$ cat src/rtl/comarray_pkg.sv
// Shared definitions for the comarray sweep controller: FSM encoding,
// default geometry and the truth-table bit addressing helper.
package comarray_pkg;

    typedef enum logic [1:0] {
        ST_IDLE   = 2'd0,
        ST_SETTLE = 2'd1,
        ST_SAMPLE = 2'd2,
        ST_DONE   = 2'd3
    } sweep_state_e;

    localparam int WIDTH_DEF = 4;
    localparam int NOUT_DEF  = 3;
    localparam int DWELL_DEF = 2;

    // Output k of the array at input code `code` lives at bit k*2**width + code.
    function automatic int tt_index(input int k, input int code, input int width);
        return k * (2 ** width) + code;
    endfunction

endpackage

$ cat src/rtl/comarray_tt_check.sv
// Captured truth table plus compare against the expected table latched at
// sweep start; tracks the number of mismatching codes and the lowest one.
module comarray_tt_check
    import comarray_pkg::*;
#(
    parameter int WIDTH = WIDTH_DEF,
    parameter int NOUT  = NOUT_DEF
) (
    input  logic                         clk,
    input  logic                         rst_n,
    input  logic                         clr,
    input  logic                         wr,
    input  logic [NOUT*(2**WIDTH)-1:0]   exp_tt,
    input  logic [WIDTH-1:0]             code,
    input  logic [NOUT-1:0]              f_in,
    output logic [NOUT*(2**WIDTH)-1:0]   tt,
    output logic [WIDTH:0]               err_cnt,
    output logic [WIDTH-1:0]             first_err
);

    localparam int TT_W = NOUT * (2 ** WIDTH);
    localparam int IW   = $clog2(TT_W);

    logic [TT_W-1:0] exp_q;
    logic [NOUT-1:0] exp_bits;
    logic            mismatch;

    always_comb begin
        exp_bits = '0;
        for (int k = 0; k < NOUT; k++) begin
            exp_bits[k] = exp_q[IW'(tt_index(k, int'(code), WIDTH))];
        end
        mismatch = |(exp_bits ^ f_in);
    end

    always_ff @(posedge clk or negedge rst_n) begin
        if (!rst_n) begin
            exp_q     <= '0;
            tt        <= '0;
            err_cnt   <= '0;
            first_err <= '0;
        end else if (clr) begin
            exp_q     <= exp_tt;
            tt        <= '0;
            err_cnt   <= '0;
            first_err <= '0;
        end else if (wr) begin
            for (int k = 0; k < NOUT; k++) begin
                tt[IW'(tt_index(k, int'(code), WIDTH))] <= f_in[k];
            end
            // err_cnt is one bit wider than a code, so a full-table miss fits.
            if (mismatch) begin
                err_cnt <= err_cnt + (WIDTH + 1)'(1);
                if (err_cnt == '0) begin
                    first_err <= code;
                end
            end
        end
    end

endmodule

$ cat src/rtl/comarray_sweep_ctrl.sv
// Sweeps the comarray input through every code, holding each for DWELL
// cycles before sampling f_in into the captured table.
module comarray_sweep_ctrl
    import comarray_pkg::*;
#(
    parameter int WIDTH = WIDTH_DEF,
    parameter int NOUT  = NOUT_DEF,
    parameter int DWELL = DWELL_DEF
) (
    input  logic                         clk,
    input  logic                         rst_n,
    input  logic                         start,
    input  logic                         abort,
    input  logic [NOUT*(2**WIDTH)-1:0]   exp_tt,
    input  logic [NOUT-1:0]              f_in,
    output logic [WIDTH-1:0]             a_out,
    output logic                         busy,
    output logic                         done,
    output logic [NOUT*(2**WIDTH)-1:0]   tt,
    output logic [WIDTH:0]               err_cnt,
    output logic [WIDTH-1:0]             first_err,
    output sweep_state_e                 state_dbg
);

    localparam int             CW       = (DWELL > 1) ? $clog2(DWELL) : 1;
    localparam logic [CW-1:0]  DWELL_M1 = CW'(DWELL - 1);

    // Control handshake: start is a level sampled only in IDLE and is
    // accepted on an edge where start=1 and abort=0; abort is a level that
    // wins over everything in SETTLE/SAMPLE and leaves the partial table.
    sweep_state_e     state_q, state_d;
    logic [CW-1:0]    cnt_q, cnt_d;
    logic [WIDTH-1:0] a_d;
    logic             busy_d, done_d;
    logic             tt_clr, tt_wr;

    always_comb begin
        state_d = state_q;
        cnt_d   = cnt_q;
        a_d     = a_out;
        tt_clr  = 1'b0;
        tt_wr   = 1'b0;
        case (state_q)
            ST_IDLE: begin
                if (start && !abort) begin
                    state_d = ST_SETTLE;
                    cnt_d   = DWELL_M1;
                    tt_clr  = 1'b1;
                end
            end
            ST_SETTLE: begin
                if (abort) begin
                    state_d = ST_IDLE;
                end else if (cnt_q == '0) begin
                    state_d = ST_SAMPLE;
                end else begin
                    cnt_d = cnt_q - CW'(1);
                end
            end
            ST_SAMPLE: begin
                if (abort) begin
                    state_d = ST_IDLE;
                end else begin
                    tt_wr = 1'b1;
                    // Test for the last code before incrementing so a_out never wraps.
                    if (&a_out) begin
                        state_d = ST_DONE;
                    end else begin
                        a_d     = a_out + WIDTH'(1);
                        cnt_d   = DWELL_M1;
                        state_d = ST_SETTLE;
                    end
                end
            end
            ST_DONE: begin
                state_d = ST_IDLE;
            end
            default: begin
                state_d = ST_IDLE;
            end
        endcase
        if (state_d == ST_IDLE) begin
            a_d = '0;
        end
        busy_d = (state_d == ST_SETTLE) || (state_d == ST_SAMPLE);
        done_d = (state_d == ST_DONE);
    end

    always_ff @(posedge clk or negedge rst_n) begin
        if (!rst_n) begin
            state_q <= ST_IDLE;
            cnt_q   <= '0;
            a_out   <= '0;
            busy    <= 1'b0;
            done    <= 1'b0;
        end else begin
            state_q <= state_d;
            cnt_q   <= cnt_d;
            a_out   <= a_d;
            busy    <= busy_d;
            done    <= done_d;
        end
    end

    assign state_dbg = state_q;

    comarray_tt_check #(
        .WIDTH (WIDTH),
        .NOUT  (NOUT)
    ) u_tt_check (
        .clk       (clk),
        .rst_n     (rst_n),
        .clr       (tt_clr),
        .wr        (tt_wr),
        .exp_tt    (exp_tt),
        .code      (a_out),
        .f_in      (f_in),
        .tt        (tt),
        .err_cnt   (err_cnt),
        .first_err (first_err)
    );

endmodule

$ cat config.mk
export PLATFORM = sky130hd
export DESIGN_NAME = comarray_sweep_ctrl
export DESIGN_NICKNAME = d
export VERILOG_FILES = /design/src/rtl/comarray_pkg.sv /design/src/rtl/comarray_tt_check.sv /design/src/rtl/comarray_sweep_ctrl.sv
export SDC_FILE = /design/constraint.sdc
export NUM_CORES = 1
export LEC_CHECK = 0
export CORE_ASPECT_RATIO = 1.5
export CORE_MARGIN = 5
export CORE_UTILIZATION = 53
export DETAILED_ROUTE_END_ITERATION = 7
export PLACE_DENSITY = 0.9
export SYNTH_ARGS = -nofsm -noshare
export SYNTH_HDL_FRONTEND = slang
export SYNTH_SLANG_ARGS = --single-unit
export TNS_END_PERCENT = 1
$ cat constraint.sdc
create_clock -name clk -period 4.2 [get_ports clk]
set_input_delay 0.63 -clock clk [delete_from_list [all_inputs] [get_ports clk]]
set_output_delay 0.63 -clock clk [all_outputs]
set_load 0.1 [all_outputs]
==> results of run 1 <==
## cells by family after synthesis
logic type                 after synthesis
buffers and inverters                   54
xor gates and xnor gates                 6
other                                    1
AOI/OAI and AO/OA                       45
adders and majority gates                9
DFF                                     98
muxes                                   56
and+or+nand+nor                        243
## synthesized netlist by cell type (3+ instances only)
library cell / instances / area (µm²)
clkbuf_1: 23 / 86.33
nor2_1: 39 / 146.4
xnor2_1: 6 / 52.55
nand3_1: 12 / 60.06
a21oi_1: 13 / 65.06
nand2_1: 168 / 630.6
nand2b_1: 3 / 18.77
nand4_1: 4 / 25.02
mux2i_1: 45 / 450.4
o21ai_0: 15 / 75.07
and3_1: 3 / 18.77
buf_4: 16 / 120.1
buf_2: 3 / 15.01
mux2_2: 8 / 90.09
dfrtp_1: 98 / 2452
ha_1: 9 / 112.6
inv_1: 9 / 33.78
a221oi_1: 6 / 52.55
mux2_4: 3 / 45.04
## registers in the layout, summed over array words and instances (netlist names)
name / flops
u_tt_check.exp_q: 48
u_tt_check.tt: 32
u_tt_check.err_cnt: 5
a_out: 4
u_tt_check.first_err: 4
state_dbg: 2
busy: 1
cnt_q: 1
done: 1
## final timing paths
path / to / slack [ps] / cells after the start
max in group asynchronous: cnt_q / 2880 / 2
hold reg to reg: u_tt_check.exp_q[21] / 480 / 2
hold / removal: u_tt_check.exp_q[7] / 400 / 1
setup / recovery: a_out[2] / 1340 / 1
min in group clk: u_tt_check.exp_q[21] / 480 / 2
setup reg to reg: u_tt_check.err_cnt[0] / 1360 / 8
## per-stage QoR
step,cell area [µm²],power (µW)
after floorplan,4887,1708
after global placement,5827,1850
after detailed placement,5827,1879
after CTS,6145,2748
after global routing,6145,2864
final,6145,2739
## layer usage
layer / vias up / track usage (%) / part of all wire [%]
met3: 38 / 3.180 / 5.9
met2: 166 / 38.63 / 53
li1: 1829 / - / -
met1: 1863 / 27.01 / 37
met4: 0 / 12.92 / 4.0
met5: - / 0 / 0
## area by class of cell
class | count | area, µm²
multi-input combinational | 375 | 2140
tap | 110 | 137.6
fill | 660 | 2736
sequential | 98 | 2452
clock inverter | 1 | 30.03
inverter | 9 | 33.78
clock buffer | 15 | 287.8
timing repair buffer | 108 | 1064
## power groups by stage
stage / combinational, µW / sequential [µW] / clock [µW]
after floorplan: 472 / 1240 / 0
after global placement: 687 / 1160 / 0
after detailed placement: 710 / 1170 / 0
after CTS: 721 / 1150 / 873
after global routing: 775 / 1170 / 921
final: 716 / 1160 / 865
==> impl_metrics.env, run 1 <==
export IMPL_routed_wirelength_mm=12.05
export IMPL_hp_class="in -> async"
export IMPL_drive_above_1_share_pct=6.766
export IMPL_switching_power_uw=890.8
export IMPL_dieArea_mm2=0.01116
export IMPL_ir_drop_uv=315.0
export IMPL_status="complete, no violations"
export IMPL_layout_nets=665
export IMPL_critPathMaxFanout=13
export IMPL_timing_final_ws_setup_ps=1340
export IMPL_fin_tns_setup_ps=0
export IMPL_mostFrequentLayoutCell="nand2_1"
export IMPL_overflow=0
export IMPL_gp_congestion=0.8524
export IMPL_fp_row_count=42
export IMPL_clockRootBuffer="clkbuf_16"
export IMPL_antenna_found_initial=0
export IMPL_synth_edf_count=0
export IMPL_critPathLaunchType="register"
export IMPL_fin_crit_ps=2860
export IMPL_ctsResizeCount=0
export IMPL_track_usage_pct=22.74
export IMPL_final_util_pct=69.19
export IMPL_synth_warnings=0
export IMPL_grt_max_degree=74
export IMPL_timing_slew_headroom_pct=27.71
export IMPL_stdcell_count=716
export IMPL_syn_inst=512
export IMPL_ys_seq_area_share_pct=50.76
export IMPL_cp_required_ps=3570
export IMPL_grt_pass1_vias=3956
export IMPL_dp_hpwl_mm=8.536
export IMPL_crit_chain="clkdlybuf4s50_1"
export IMPL_dp_cells=700
export IMPL_first_pass_iters=6
export IMPL_cts_buffer_depth=2
export IMPL_cts_buffers=9
export IMPL_die_w_um=87.95
export IMPL_pwr_share_seq_pct=42.3
export IMPL_diodes=0
export IMPL_dr_first_iter_drc_count=276
export IMPL_crit_buf_inv=1
export IMPL_rsz0062_at_grt="false"
export IMPL_syn2layout_area_growth_pct=27.19
export IMPL_finalCritPeriodShare_pct=68.09
export IMPL_avgSynthCellArea_um2=9.435
export IMPL_drcViolationCount=0
export IMPL_io_pins=120
export IMPL_post_drt_wl_per_cell_um=16.83
export IMPL_critPathLaunch="a_out[2]"
export IMPL_synth_cell_type_count=39
export IMPL_synthesis_area_mm2=0.004831
export IMPL_critical_path_class="reg -> out"
export IMPL_crit_arrival_ps=2230
export IMPL_viasPerCell=5.441
export IMPL_vias=3896
export IMPL_max_freq_mhz=349.7
export IMPL_muxShareOfSynthArea_pct=12.12
export IMPL_tightest_slew_ps=1084
export IMPL_synthSimpleGateAreaFrac_pct=21.37
export IMPL_async_flop_share_pct=100.0
export IMPL_dp_slack_ps=1394
export IMPL_fp_dieH_um=126.9
export IMPL_synth_adder_area_share_pct=2.331
export IMPL_power_density_mw_per_mm2=445.7
export IMPL_cts_tree="done"
export IMPL_ys_flop_type="dfrtp_1"
export IMPL_timing_final_max_slew_violations=0
export IMPL_synth_top_family_by_area="simple AND/OR/NAND/NOR gates"
export IMPL_setup_viol=0
export IMPL_cts_post_setup_buffers_inserted=0
export IMPL_antenna_left=0
export IMPL_slowest_delay_ps=1240
export IMPL_power_internal_uw=1848
export IMPL_critPathTopFamily="buffers and inverters"
export IMPL_start_util_pct=54.40
export IMPL_grt_pass1_wl_mm=19.61
export IMPL_drv_cap=0
export IMPL_whs_ps=401.4
export IMPL_cts_sinks=98
export IMPL_postCtsHoldBufs=0
export IMPL_clock_power_share_pct=31.6
export IMPL_synth_compound_area_share_pct=5.905
export IMPL_p_leak_uw=0.003079
export IMPL_r2r_start="a_out[0]"
export IMPL_clk_pin_slew_worst_paths_ps=60
export IMPL_switching_share_pct=32.52
export IMPL_fin_skew_ps=3.649
export IMPL_port_buffer_count=103
export IMPL_critPathSlowestCell="clkdlybuf4s50_1"
export IMPL_synth_xor_area_share_pct=1.088
export IMPL_combPwrFrac_pct=26.1
export IMPL_ys_ff_latch=98
export IMPL_endpoint_kind="output pin"
export IMPL_layout_common_cells="nand2_1, clkdlybuf4s50_1, dfrtp_1"
export IMPL_clkLatencyLatePin_ps=350
export IMPL_hold_viol_final=0
export IMPL_htree_num_levels=3
export IMPL_core_region_area_mm2=0.008881
Power figures use the tool's default switching activity.
==> run 2, diff against run 1 <==
- CORE_UTILIZATION: 53 -> 50
- PLACE_DENSITY: 0.9 -> 0.86
- clock period: 4.2 -> 2.89 ns (I/O delays scaled with it)
==> impl_metrics.env, run 2 (synthesis results as in run 1) <==
export IMPL_status="complete, no violations"
export IMPL_gp_congestion=0.8084
export IMPL_crit_buf_inv=1
export IMPL_power_density_mw_per_mm2=663.3
export IMPL_htree_num_levels=3
export IMPL_layout_common_cells="nand2_1, dfrtp_1, buf_4"
export IMPL_switching_share_pct=33.13
export IMPL_clock_power_share_pct=32.1
export IMPL_core_region_area_mm2=0.009579
export IMPL_pwr_share_seq_pct=41.2
export IMPL_dp_hpwl_mm=8.402
export IMPL_timing_final_max_slew_violations=0
export IMPL_grt_max_degree=99
export IMPL_antenna_found_initial=0
export IMPL_final_area_mm2=0.006090
export IMPL_ctsResizeCount=0
export IMPL_cts_post_setup_buffers_inserted=0
export IMPL_grt_pass1_wl_mm=19.13
export IMPL_dr_first_iter_drc_count=229
export IMPL_die_w_um=90.26
export IMPL_fin_skew_ps=13.15
export IMPL_largest_reg_flops=48
export IMPL_routed_wirelength_mm=11.74
export IMPL_clockRootBuffer="clkbuf_16"
export IMPL_endpoint_kind="register"
export IMPL_p_leak_uw=0.003208
export IMPL_crit_arrival_ps=2770
export IMPL_combPwrFrac_pct=26.7
export IMPL_viasPerCell=5.408
export IMPL_syn2layout_area_growth_pct=26.06
export IMPL_grt_pass1_vias=4016
export IMPL_critPathLaunchType="register"
export IMPL_crit_chain="buf_12, mux2_2, o2bb2ai_1, a221oi_1, xnor2_1, nand4_4, and3_1, mux2_4"
export IMPL_critPathTopFamily="multiplexers"
export IMPL_cp_required_ps=3130
export IMPL_hp_class="in -> async"
export IMPL_clk_pin_slew_worst_paths_ps=70
export IMPL_drcViolationCount=0
export IMPL_fin_crit_ps=2531
export IMPL_rsz0062_at_grt="false"
export IMPL_largestRegisters="u_tt_check.exp_q (48), u_tt_check.tt (32), u_tt_check.err_cnt (5)"
export IMPL_reg2reg_to="u_tt_check.err_cnt[0]"
export IMPL_io_pins=120
export IMPL_hold_viol_final=0
export IMPL_layout_nets=669
export IMPL_finalCritPeriodShare_pct=87.59
export IMPL_fp_row_count=44
export IMPL_timing_slew_headroom_pct=18.92
export IMPL_setup_viol=0
export IMPL_first_pass_iters=5
export IMPL_power_internal_uw=2701
export IMPL_overflow=0
export IMPL_critPathSlowestCell="dfrtp_1"
export IMPL_ir_drop_uv=605.3
export IMPL_critical_path_class="reg -> reg"
export IMPL_fp_dieH_um=130.4
export IMPL_vias=3921
export IMPL_fin_total_pwr_uw=4039
export IMPL_rr_worst_depth=8
export IMPL_cts_tree="done"
export IMPL_tightest_slew_ps=1216
export IMPL_dieArea_mm2=0.01177
export IMPL_slowest_delay_ps=460
export IMPL_fin_tns_setup_ps=0
export IMPL_mostFrequentLayoutCell="nand2_1"
export IMPL_post_drt_wl_per_cell_um=16.19
export IMPL_max_freq_mhz=395.1
export IMPL_postCtsHoldBufs=0
export IMPL_port_buffer_count=103
export IMPL_num_fill_cells=777
export IMPL_critical_path_cell_count=8
export IMPL_r2r_slack_ps=360
export IMPL_cts_buffer_depth=2
export IMPL_r2r_start="a_out[0]"
export IMPL_critPathMaxFanout=28
export IMPL_track_usage_pct=20.01
export IMPL_timing_final_ws_setup_ps=358.7
export IMPL_clkLatencyLatePin_ps=350
export IMPL_drv_cap=0
export IMPL_switching_power_uw=1338
export IMPL_diodes=0
export IMPL_setup_worst_path_end="u_tt_check.err_cnt[0]"
export IMPL_cts_buffers=9
export IMPL_max_flop_register="u_tt_check.exp_q"
export IMPL_dp_slack_ps=418.2
export IMPL_drive_above_1_share_pct=15.57
export IMPL_critPathLaunch="a_out[0]"
export IMPL_start_util_pct=50.43
export IMPL_cts_sinks=98
export IMPL_antenna_left=0
export IMPL_place_area_mm2=0.005768
run 2: power groups by stage:
stage | logic (µW) | registers [µW] | clock network, µW
6_report | 1080 | 1660 | 1300
5_1_grt | 1160 | 1680 | 1370
4_1_cts | 1080 | 1660 | 1310
3_5_place_dp | 1070 | 1680 | 0
3_3_place_gp | 1040 | 1680 | 0
2_1_floorplan | 686 | 1800 | 0
run 2: layout make-up:
class,instances,area [µm²],area share [%]
clock buffer,9,225.2,3.698
timing repair buffer,112,998.5,16.40
inverter,9,33.78,0.5548
sequential,98,2452,40.27
clock inverter,7,96.34,1.582
multi-input combinational,375,2140,35.13
tap,115,143.9,2.363
run 2: worst register-to-register path: stages (launching register included):
cell       delay (ps)
dfrtp_1           460
buf_12            250
mux2_2            360
o2bb2ai_1         190
a221oi_1          100
xnor2_1           340
nand4_4           210
and3_1            230
mux2_4            270
run 2: metrics by stage:
stage / utilization, % / instances / hold WS (ps)
global route: 63.57 / 725 / 461.7
finish: 63.57 / 725 / 318.8
global placement: 60.21 / 709 / 459.3
detailed placement: 60.21 / 709 / 462.6
CTS: 63.57 / 725 / 380.4
floorplan: - / 527 / 137.9
run 2: metal layers:
layer,routed length (µm),GRT usage [%],vias to the layer above
met4,462,11.74,0
met2,6146,34.53,151
met5,0,0,-
li1,-,-,1847
met3,718,3.952,38
met1,4409,23.26,1885
run 2: how the worst min path moves through the flow:
| stage | start | endpoint | slack, ps | cells past startpoint |
|---|---|---|---|---|
| final | rst_n | u_tt_check.tt[14] | 320 | 1 |
| after global routing | rst_n | u_tt_check.tt[27] | 460 | 1 |
| after CTS | rst_n | u_tt_check.tt[14] | 380 | 1 |
| after detailed placement | u_tt_check.exp_q[28] | u_tt_check.exp_q[28] | 460 | 2 |
| after global placement | u_tt_check.exp_q[28] | u_tt_check.exp_q[28] | 460 | 2 |
| after floorplan | rst_n | a_out[0] | 140 | 0 |
==> run 3, diff against run 2 <==
- CAP_MARGIN: default -> 25
- CTS_CLUSTER_SIZE: default -> 8
==> impl_metrics.env, run 3 (synthesis results as in run 1) <==
export IMPL_status="complete, no violations"
export IMPL_p_leak_uw=0.003192
export IMPL_dr_first_iter_drc_count=208
export IMPL_critPathLaunch="a_out[0]"
export IMPL_grt_pass1_wl_mm=18.62
export IMPL_hold_viol_final=0
export IMPL_r2r_slack_ps=370
export IMPL_grt_pass1_vias=3938
export IMPL_max_flop_register="u_tt_check.exp_q"
export IMPL_num_fill_cells=787
export IMPL_postCtsHoldBufs=0
export IMPL_hp_class="in -> async"
export IMPL_antenna_left=0
export IMPL_core_region_area_mm2=0.009579
export IMPL_clock_power_share_pct=29.2
export IMPL_r2r_start="a_out[0]"
export IMPL_setup_viol=0
export IMPL_drive_above_1_share_pct=15.38
export IMPL_switching_share_pct=33.55
export IMPL_reg2reg_to="u_tt_check.err_cnt[0]"
export IMPL_critical_path_class="reg -> reg"
export IMPL_tightest_slew_ps=570.8
export IMPL_fin_crit_ps=2521
export IMPL_combPwrFrac_pct=27.8
export IMPL_max_freq_mhz=396.7
export IMPL_gp_congestion=0.8084
export IMPL_cp_required_ps=3120
export IMPL_setup_worst_path_end="u_tt_check.err_cnt[0]"
export IMPL_cts_tree="done"
export IMPL_start_util_pct=50.43
export IMPL_cts_post_setup_buffers_inserted=0
export IMPL_grt_max_degree=64
export IMPL_place_area_mm2=0.005796
export IMPL_fp_dieH_um=130.4
export IMPL_port_buffer_count=103
export IMPL_switching_power_uw=1299
export IMPL_die_w_um=90.26
export IMPL_drcViolationCount=0
export IMPL_cts_buffers=9
export IMPL_largestRegisters="u_tt_check.exp_q (48), u_tt_check.tt (32), u_tt_check.err_cnt (5)"
export IMPL_ir_drop_uv=421.7
export IMPL_viasPerCell=5.397
export IMPL_syn2layout_area_growth_pct=25.85
export IMPL_timing_final_max_slew_violations=0
export IMPL_post_drt_wl_per_cell_um=15.92
export IMPL_endpoint_kind="register"
export IMPL_critPathLaunchType="register"
export IMPL_clockRootBuffer="clkbuf_16"
export IMPL_clk_pin_slew_worst_paths_ps=70
export IMPL_largest_reg_flops=48
export IMPL_overflow=0
export IMPL_layout_nets=670
export IMPL_vias=3918
export IMPL_finalCritPeriodShare_pct=87.23
export IMPL_mostFrequentLayoutCell="nand2_1"
export IMPL_fin_total_pwr_uw=3872
export IMPL_ctsResizeCount=0
export IMPL_htree_num_levels=3
export IMPL_power_internal_uw=2573
export IMPL_rsz0062_at_grt="false"
export IMPL_cts_buffer_depth=2
export IMPL_routed_wirelength_mm=11.56
export IMPL_antenna_found_initial=0
export IMPL_fin_skew_ps=11.21
export IMPL_io_pins=120
export IMPL_first_pass_iters=8
export IMPL_fin_tns_setup_ps=0
export IMPL_cts_sinks=98
export IMPL_rr_worst_depth=8
export IMPL_fp_row_count=44
export IMPL_final_area_mm2=0.006080
export IMPL_critPathMaxFanout=28
export IMPL_power_density_mw_per_mm2=636.9
export IMPL_dieArea_mm2=0.01177
export IMPL_pwr_share_seq_pct=42.9
export IMPL_crit_arrival_ps=2750
export IMPL_diodes=0
export IMPL_dp_hpwl_mm=8.522
export IMPL_drv_cap=0
export IMPL_layout_common_cells="nand2_1, dfrtp_1, buf_4"
export IMPL_track_usage_pct=19.51
export IMPL_clkLatencyLatePin_ps=340
export IMPL_timing_slew_headroom_pct=61.95
==> run 3: changes by cell type in the layout (fill, tap and decap cells not counted) <==
| cell | change |
|---|---|
| clkinv_2 | -2 |
| clkbuf_1 | +2 |
| clkinvlp_4 | +2 |
| clkinv_4 | +1 |
| inv_6 | -3 |
| bufinv_16 | -2 |
| buf_16 | +1 |
| clkbuf_8 | +2 |
==> run 3: layout make-up <==
class / instances / area [µm²] / share of cell area (%)
Inverter: 9 / 33.78 / 0.5557
Sequential cell: 98 / 2452 / 40.34
Tap cell: 115 / 143.9 / 2.367
Clock buffer: 13 / 260.3 / 4.281
Multi-Input combinational cell: 375 / 2140 / 35.19
Clock inverter: 3 / 23.77 / 0.3910
Timing Repair Buffer: 113 / 1026 / 16.88
==> run 3: how the worst min path moves through the flow <==
stage / start / end / slack, ps / cells after the start
floorplan: rst_n / a_out[0] / 140 / 0
global placement: u_tt_check.exp_q[28] / u_tt_check.exp_q[28] / 460 / 2
detailed placement: rst_n / u_tt_check.tt[15] / 420 / 1
CTS: rst_n / u_tt_check.tt[15] / 50 / 1
global route: rst_n / u_tt_check.tt[15] / 80 / 1
finish: rst_n / u_tt_check.tt[15] / 40 / 1
==> run 3: routing by layer <==
metal | part of all wire [%] | vias up | routed length (µm) | GRT usage (%)
met4 | 2.6 | 0 | 295 | 8.414
met2 | 54 | 136 | 6218 | 34.83
met5 | 0 | - | 0 | 0
li1 | - | 1840 | - | -
met1 | 38 | 1916 | 4431 | 22.57
met3 | 5.3 | 26 | 614 | 4.410
==> run 3: through the flow <==
step                util (%)  hold WS [ps]  setup slack (ps)  cells
global placement       60.21         459.3             574.1    709
finish                 63.47         42.06             369.0    726
CTS                    63.47         54.26             385.5    726
global route           63.47         83.28             319.4    726
floorplan                  -         137.9             100.9    527
detailed placement     60.50         421.3             413.5    710
==> run 3: power groups by stage <==
| stage | Clock (µW) | Combinational (µW) | Sequential, µW |
|---|---|---|---|
| 6_report | 1130 | 1080 | 1660 |
| 5_1_grt | 1210 | 1160 | 1680 |
| 4_1_cts | 1140 | 1080 | 1660 |
| 3_5_place_dp | 0 | 1070 | 1690 |
| 3_3_place_gp | 0 | 1040 | 1680 |
| 2_1_floorplan | 0 | 686 | 1800 |
==> run 3: worst max-delay path, cell delays in order, from the launching register on <==
cell and delay, ps:
dfrtp_1 460, buf_12 250, mux2_2 360, o2bb2ai_1 190, a221oi_1 100, xnor2_1 320
nand4_4 210, and3_1 240, mux2_4 270
